[src/rtl/pipelined_control_unit.sv]
// Registered MIPS control decoder feeding the ID/EX slot, with load-use hazard
// detection and a SYSCALL drain FSM. Optional SLL/SRL decode: SHIFT_DECODE_EN.
module pipelined_control_unit #(
  parameter int ALUOP_W      = 4,
  parameter int REG_ADDR_W   = 5,
  parameter int DRAIN_CYCLES = 3,
  parameter int LINK_REG     = 31
) (
  input  logic                  clk,
  input  logic                  rst,
  input  logic                  id_valid,
  input  logic [5:0]            id_opcode,
  input  logic [5:0]            id_func,
  input  logic [REG_ADDR_W-1:0] id_rs,
  input  logic [REG_ADDR_W-1:0] id_rt,
  input  logic [REG_ADDR_W-1:0] id_rd,
  input  logic                  stall_in,
  input  logic                  flush,
  output logic                  id_stall,
  output logic                  ex_valid,
  output logic                  ex_reg_write,
  output logic                  ex_mem_read,
  output logic                  ex_mem_write,
  output logic                  ex_mem_to_reg,
  output logic                  ex_alu_src,
  output logic                  ex_branch,
  output logic                  ex_bne,
  output logic                  ex_jump,
  output logic                  ex_jr,
  output logic                  ex_jal,
  output logic [ALUOP_W-1:0]    ex_alu_op,
  output logic [REG_ADDR_W-1:0] ex_wreg,
  output logic                  ex_illegal,
  output logic                  sys_busy,
  output logic                  sys_fire
);

  localparam logic [1:0] S_IDLE  = 2'd0;
  localparam logic [1:0] S_DRAIN = 2'd1;
  localparam logic [1:0] S_FIRE  = 2'd2;

  localparam logic [1:0] WS_NONE = 2'd0;
  localparam logic [1:0] WS_RD   = 2'd1;
  localparam logic [1:0] WS_RT   = 2'd2;
  localparam logic [1:0] WS_LINK = 2'd3;

  localparam int C_RW = 9, C_MR = 8, C_MW = 7, C_M2R = 6, C_AS = 5;
  localparam int C_BR = 4, C_BNE = 3, C_J = 2, C_JR = 1, C_JAL = 0;

  localparam logic [ALUOP_W-1:0] OP_AND = ALUOP_W'(3'b000);
  localparam logic [ALUOP_W-1:0] OP_OR  = ALUOP_W'(3'b001);
  localparam logic [ALUOP_W-1:0] OP_ADD = ALUOP_W'(3'b010);
  localparam logic [ALUOP_W-1:0] OP_LUI = ALUOP_W'(3'b011);
  localparam logic [ALUOP_W-1:0] OP_SUB = ALUOP_W'(3'b110);
  localparam logic [ALUOP_W-1:0] OP_SLT = ALUOP_W'(3'b111);
`ifdef SHIFT_DECODE_EN
  localparam logic [ALUOP_W-1:0] OP_SLL = ALUOP_W'(4'b1000);
  localparam logic [ALUOP_W-1:0] OP_SRL = ALUOP_W'(4'b1001);
`endif

  localparam logic [3:0]            DRAIN_INIT = 4'(DRAIN_CYCLES - 1);
  localparam logic [REG_ADDR_W-1:0] LINK       = REG_ADDR_W'(LINK_REG);

  logic [9:0]            dec_ctrl;
  logic [ALUOP_W-1:0]    dec_alu;
  logic [1:0]            dec_wsel;
  logic [REG_ADDR_W-1:0] dec_wreg;
  logic                  dec_ill, dec_sys, dec_uses_rt, zero_word, hazard;

  logic                  ex_valid_q, ex_valid_d, ex_ill_q, ex_ill_d;
  logic [9:0]            ex_ctrl_q, ex_ctrl_d;
  logic [ALUOP_W-1:0]    ex_alu_q, ex_alu_d;
  logic [REG_ADDR_W-1:0] ex_wreg_q, ex_wreg_d;
  logic [1:0]            state_q, state_d;
  logic [3:0]            cnt_q, cnt_d;

  assign zero_word = (id_opcode == 6'h00) && (id_func == 6'h00) &&
                     (id_rs == '0) && (id_rt == '0) && (id_rd == '0);

  always_comb begin
    dec_ctrl    = '0;
    dec_alu     = '0;
    dec_wsel    = WS_NONE;
    dec_ill     = 1'b0;
    dec_sys     = 1'b0;
    dec_uses_rt = 1'b0;
    case (id_opcode)
      6'h00: begin
        dec_uses_rt = 1'b1;
        case (id_func)
          6'h20, 6'h21: begin dec_ctrl[C_RW] = 1'b1; dec_alu = OP_ADD; dec_wsel = WS_RD; end
          6'h22:        begin dec_ctrl[C_RW] = 1'b1; dec_alu = OP_SUB; dec_wsel = WS_RD; end
          6'h24:        begin dec_ctrl[C_RW] = 1'b1; dec_alu = OP_AND; dec_wsel = WS_RD; end
          6'h25:        begin dec_ctrl[C_RW] = 1'b1; dec_alu = OP_OR;  dec_wsel = WS_RD; end
          6'h2A:        begin dec_ctrl[C_RW] = 1'b1; dec_alu = OP_SLT; dec_wsel = WS_RD; end
          6'h08:        dec_ctrl[C_JR] = 1'b1;
          6'h0C:        dec_sys = 1'b1;
`ifdef SHIFT_DECODE_EN
          6'h00:        begin dec_ctrl[C_RW] = !zero_word; dec_alu = OP_SLL; dec_wsel = WS_RD; end
          6'h02:        begin dec_ctrl[C_RW] = 1'b1; dec_alu = OP_SRL; dec_wsel = WS_RD; end
`else
          6'h00:        dec_ill = !zero_word;
`endif
          default:      dec_ill = 1'b1;
        endcase
      end
      6'h08, 6'h09: begin dec_ctrl[C_RW] = 1'b1; dec_ctrl[C_AS] = 1'b1; dec_alu = OP_ADD; dec_wsel = WS_RT; end
      6'h0D:        begin dec_ctrl[C_RW] = 1'b1; dec_ctrl[C_AS] = 1'b1; dec_alu = OP_OR;  dec_wsel = WS_RT; end
      6'h0F:        begin dec_ctrl[C_RW] = 1'b1; dec_ctrl[C_AS] = 1'b1; dec_alu = OP_LUI; dec_wsel = WS_RT; end
      6'h23: begin
        dec_ctrl[C_RW] = 1'b1; dec_ctrl[C_MR] = 1'b1; dec_ctrl[C_M2R] = 1'b1;
        dec_ctrl[C_AS] = 1'b1; dec_alu = OP_ADD; dec_wsel = WS_RT;
      end
      6'h2B: begin dec_ctrl[C_MW] = 1'b1; dec_ctrl[C_AS] = 1'b1; dec_alu = OP_ADD; dec_uses_rt = 1'b1; end
      6'h04: begin dec_ctrl[C_BR] = 1'b1; dec_alu = OP_SUB; dec_uses_rt = 1'b1; end
      6'h05: begin dec_ctrl[C_BR] = 1'b1; dec_ctrl[C_BNE] = 1'b1; dec_alu = OP_SUB; dec_uses_rt = 1'b1; end
      6'h02: dec_ctrl[C_J] = 1'b1;
      6'h03: begin dec_ctrl[C_J] = 1'b1; dec_ctrl[C_JAL] = 1'b1; dec_ctrl[C_RW] = 1'b1; dec_wsel = WS_LINK; end
      default: dec_ill = 1'b1;
    endcase
  end

  always_comb begin
    case (dec_wsel)
      WS_RD:   dec_wreg = id_rd;
      WS_RT:   dec_wreg = id_rt;
      WS_LINK: dec_wreg = LINK;
      default: dec_wreg = '0;
    endcase
  end

  assign hazard = id_valid && ex_valid_q && ex_ctrl_q[C_MR] && (ex_wreg_q != '0) &&
                  ((ex_wreg_q == id_rs) || (dec_uses_rt && (ex_wreg_q == id_rt)));
  assign id_stall = hazard || (state_q != S_IDLE);

  // Defaults describe a bubble; only the IDLE path with a clean ID slot issues.
  always_comb begin
    ex_valid_d = 1'b0;
    ex_ctrl_d  = '0;
    ex_alu_d   = '0;
    ex_wreg_d  = '0;
    ex_ill_d   = 1'b0;
    state_d    = state_q;
    cnt_d      = cnt_q;
    if (stall_in) begin
      ex_valid_d = ex_valid_q;
      ex_ctrl_d  = ex_ctrl_q;
      ex_alu_d   = ex_alu_q;
      ex_wreg_d  = ex_wreg_q;
      ex_ill_d   = ex_ill_q;
    end else if (flush) begin
      if (state_q != S_IDLE) begin
        state_d = S_IDLE;
        cnt_d   = '0;
      end
    end else begin
      case (state_q)
        S_IDLE: begin
          if (id_valid && !hazard) begin
            if (dec_sys) begin
              state_d = S_DRAIN;
              cnt_d   = DRAIN_INIT;
            end else begin
              ex_valid_d = 1'b1;
              ex_ctrl_d  = dec_ctrl;
              ex_alu_d   = dec_alu;
              ex_wreg_d  = dec_wreg;
              ex_ill_d   = dec_ill;
            end
          end
        end
        S_DRAIN: begin
          if (cnt_q == '0) state_d = S_FIRE;
          else             cnt_d   = cnt_q - 4'd1;
        end
        default: state_d = S_IDLE;
      endcase
    end
  end

  always_ff @(posedge clk or posedge rst) begin
    if (rst) begin
      ex_valid_q <= 1'b0;
      ex_ctrl_q  <= '0;
      ex_alu_q   <= '0;
      ex_wreg_q  <= '0;
      ex_ill_q   <= 1'b0;
      state_q    <= S_IDLE;
      cnt_q      <= '0;
    end else begin
      ex_valid_q <= ex_valid_d;
      ex_ctrl_q  <= ex_ctrl_d;
      ex_alu_q   <= ex_alu_d;
      ex_wreg_q  <= ex_wreg_d;
      ex_ill_q   <= ex_ill_d;
      state_q    <= state_d;
      cnt_q      <= cnt_d;
    end
  end

  assign ex_valid      = ex_valid_q;
  assign ex_reg_write  = ex_ctrl_q[C_RW];
  assign ex_mem_read   = ex_ctrl_q[C_MR];
  assign ex_mem_write  = ex_ctrl_q[C_MW];
  assign ex_mem_to_reg = ex_ctrl_q[C_M2R];
  assign ex_alu_src    = ex_ctrl_q[C_AS];
  assign ex_branch     = ex_ctrl_q[C_BR];
  assign ex_bne        = ex_ctrl_q[C_BNE];
  assign ex_jump       = ex_ctrl_q[C_J];
  assign ex_jr         = ex_ctrl_q[C_JR];
  assign ex_jal        = ex_ctrl_q[C_JAL];
  assign ex_alu_op     = ex_alu_q;
  assign ex_wreg       = ex_wreg_q;
  assign ex_illegal    = ex_ill_q;
  assign sys_busy      = (state_q != S_IDLE);
  assign sys_fire      = (state_q == S_FIRE);

endmodule

[config.mk]
export PLATFORM = sky130hd
export DESIGN_NAME = pipelined_control_unit
export DESIGN_NICKNAME = d
export VERILOG_FILES = /design/src/rtl/pipelined_control_unit.sv
export SDC_FILE = /design/constraint.sdc
export NUM_CORES = 1
export LEC_CHECK = 0
export CAP_MARGIN = 0
export CORE_MARGIN = 8
export CORE_UTILIZATION = 48
export CTS_BUF_LIST = sky130_fd_sc_hd__clkbuf_8
export DETAILED_ROUTE_END_ITERATION = 7
export PLACE_DENSITY = 0.81
export SYNTH_ARGS = -nofsm -noshare
export SYNTH_HDL_FRONTEND = slang
export SYNTH_SLANG_ARGS = --single-unit
export TNS_END_PERCENT = 100
[constraint.sdc]
create_clock -name clk -period 2.9 [get_ports clk]
set_input_delay 0.58 -clock clk [delete_from_list [all_inputs] [get_ports clk]]
set_output_delay 0.58 -clock clk [all_outputs]
set_load 0.1 [all_outputs]
==> metrics.txt <==
Synth Instances 216; Mapped Avg Cell Area 8.724 um2; TritonRoute pass-1 iters 4; VDD IR-drop max 0.1897 mV; Clock transition at path regs 0.09 ns; Placer Congestion 0.8889; CP Cell Sequence clkdlybuf4s50_1 -> buf_4 -> nand4b_1 -> o32ai_2 -> buf_4 -> and4b_4 -> or3_4 -> buf_12; fill count 313; H-tree depth 1; CP Max Fanout 3; Yosys cell types 56; antenna cells 0; row count 22; Slew Viols, Final 0; Cell Area, Placed 0.002512 mm2; DR WL/cell 15.79 um; Post-layout nets 315; fin crit period 2.847 ns; static leakage 1.096 nW; Resized cells post-CTS 0; Power Dens Cells 299.1 mW/mm2; FMAX 351.3 MHz; WP data arrival 2.27 ns; final worst slack 0.05313 ns; GR Overflow Total 0; antenna viol nets, final 0; CP Data Required Time 2.32 ns; Die Y 78.66 um; clock tree buffer depth 2; top_reg_cell synth dfrtp_1; IO Pins 56; routed wire length 5.180 mm; clk_lat worst skew 0.27 ns; postcts setup bufs 0; Via density 5.683; post-synthesis async set-or-reset flop share 100.0%; Final HPWL DP 4.101 mm; final design utilization 69.23%; CP max stage cell clkdlybuf4s50_1; CTS Buf Count 3; layout cell share with drive strength beyond 1 26.79%; Slew HR 60.25%; CP top delay family buffers and inverters; initial antenna violation count 0; Iter 0 DRT Violations 107; cell area after layout 0.002572 mm2; Cell Area, Synth 0.001884 mm2; crit path kind in -> out; register area share after synthesis 33.20%; Post-route DRC 0; most common cell after layout, fill and taps aside buf_4; Setup crit start kind primary input; Die Span X 78.66 um; element type at the critical path end output pin; final setup fails 0; Critical Path Most Common Cell buf_4; yosys synthesis warning count 0; flops & latches, synth 25; pre-CTS setup slack -0.02410 ns; Hold Fails Final Rpt 0; min-delay worst type reg -> reg; Core Area 0.003716 mm2; Slew @ Worst Pin 0.5956 ns; CP bufs+invs 4; Root Driver clkbuf_8; syn nets 250; Hold WS 0.4858 ns; port buffer count 54; crit-path max cell delay 0.43 ns; die area 0.006187 mm2; Max Cap Violations 0; commonest non-fill, non-tap cells in the layout 41 x buf_4, 31 x clkdlybuf4s50_1, 30 x nand2_1, 21 x dfrtp_1, 14 x nor2_1; Total Routing Usage GR 16.79%; vias in the first global route 1,895; Post-synth EDFFs 0; total number of vias 1,864; final clock skew 0.002213 ns; Post-CTS Hold Fix Bufs 0; Synth-to-Final Area Change 36.52%; first-pass GRT wire length 8.742 mm; CTS sink cnt 25; status finished, final reports clean; largest net degree at the start of global routing 25; initial core utilization 50.71%; period utilization 98.17%; CTS tree built
==> power breakdown <==
group          switching (mW)  internal, mW  leakage [nW]  total (mW)
Combinational           0.120        0.0828         0.735       0.203
Sequential            0.00358         0.353         0.335       0.356
Clock                   0.114        0.0961        0.0255       0.211
Total                   0.238         0.531          1.10       0.769
==> worst reg2reg max path, delay by kind of cell (launching register included) <==
family	cells	cell delay (ns)
flops	1	0.45
simple gates	3	1.43
compound gates	2	0.49
buf+inv	1	0.13
==> layer usage <==
| metal | part of all wire, % | up-vias | GRT usage [%] |
|---|---|---|---|
| met5 | 0 | - | 0 |
| met4 | 0.64 | 0 | 4.074 |
| met3 | 5.7 | 4 | 3.872 |
| met2 | 47 | 61 | 27.26 |
| met1 | 47 | 874 | 21.92 |
| li1 | - | 925 | - |
==> sequential cells by signal, indices dropped and copies added, names as in the netlist <==
name,flops
ex_alu_op,3
cnt_q,4
ex_illegal,1
ex_ctrl_q,9
ex_valid,1
state_q,2
ex_wreg,5
==> layout make-up <==
class	instances	area (um2)	share of cell area [%]
well taps	48	60.06	2.335
multi-input cells	170	1167	45.38
clock inverters	1	5.005	0.1946
inverters	8	30.03	1.167
flip-flops and latches	25	630.6	24.51
clock buffers	3	41.29	1.605
repair buffers	73	638.1	24.81
==> stage by stage <==
step	cells	setup TNS, ns	power, mW
after global routing	328	-0.005373	0.8053
after CTS	328	0	0.7713
final	328	0	0.7694
after global placement	324	0	0.5612
after floorplan	216	0	0.4750
after detailed placement	324	-0.03343	0.5632
==> Yosys cell counts (2+ instances only) <==
master / instances / share of area (%)
xnor2_1: 3 / 1.4
nand3_1: 7 / 1.9
a21boi_0: 5 / 2.0
inv_1: 8 / 1.6
nor3_1: 3 / 0.80
clkbuf_1: 8 / 1.6
and3_1: 2 / 0.66
xor2_1: 8 / 3.7
nand2b_1: 3 / 1.0
o21a_1: 2 / 0.80
or4_1: 3 / 1.2
a21oi_1: 10 / 2.7
or3b_2: 2 / 0.93
nor2_1: 14 / 2.8
o32ai_1: 2 / 0.93
nor2b_1: 3 / 1.0
o21ai_2: 4 / 1.9
ha_1: 2 / 1.3
dfrtp_1: 25 / 33
buf_4: 2 / 0.80
nand4b_1: 2 / 0.93
nand4_1: 2 / 0.66
a31oi_1: 7 / 2.3
or4_4: 2 / 1.2
a22oi_2: 4 / 2.7
o21ai_0: 13 / 3.5
or2_2: 2 / 0.66
and2_1: 2 / 0.66
nor4_1: 6 / 2.0
nor3b_1: 2 / 0.80
o31ai_1: 4 / 1.6
nand2_1: 30 / 6.0
==> worst paths after layout <==
path | startpoint | endpoint | slack [ns] | cells after the start
worst max-delay path | id_opcode[1] | id_stall | 0.05 | 8
worst min-delay path | ex_ctrl_q[4] | ex_ctrl_q[4] | 0.49 | 2
worst max register to register | ex_wreg[1] | ex_ctrl_q[1] | 0.30 | 6
worst min register to register | ex_ctrl_q[4] | ex_ctrl_q[4] | 0.49 | 2
max in group asynchronous | rst | ex_wreg[4] | 1.61 | 3
min in group asynchronous | rst | ex_ctrl_q[2] | 0.68 | 2
==> cell families after synthesis <==
| group | share of synthesized area [%] |
|---|---|
| buf+inv | 5.843 |
| flops | 33.20 |
| simple gates | 26.16 |
| fa+ha+maj | 1.328 |
| xor+xnor | 5.113 |
| compound gates | 28.16 |
| other cells | 0.1990 |
No activity file was read; power rests on OpenSTA's default activity.
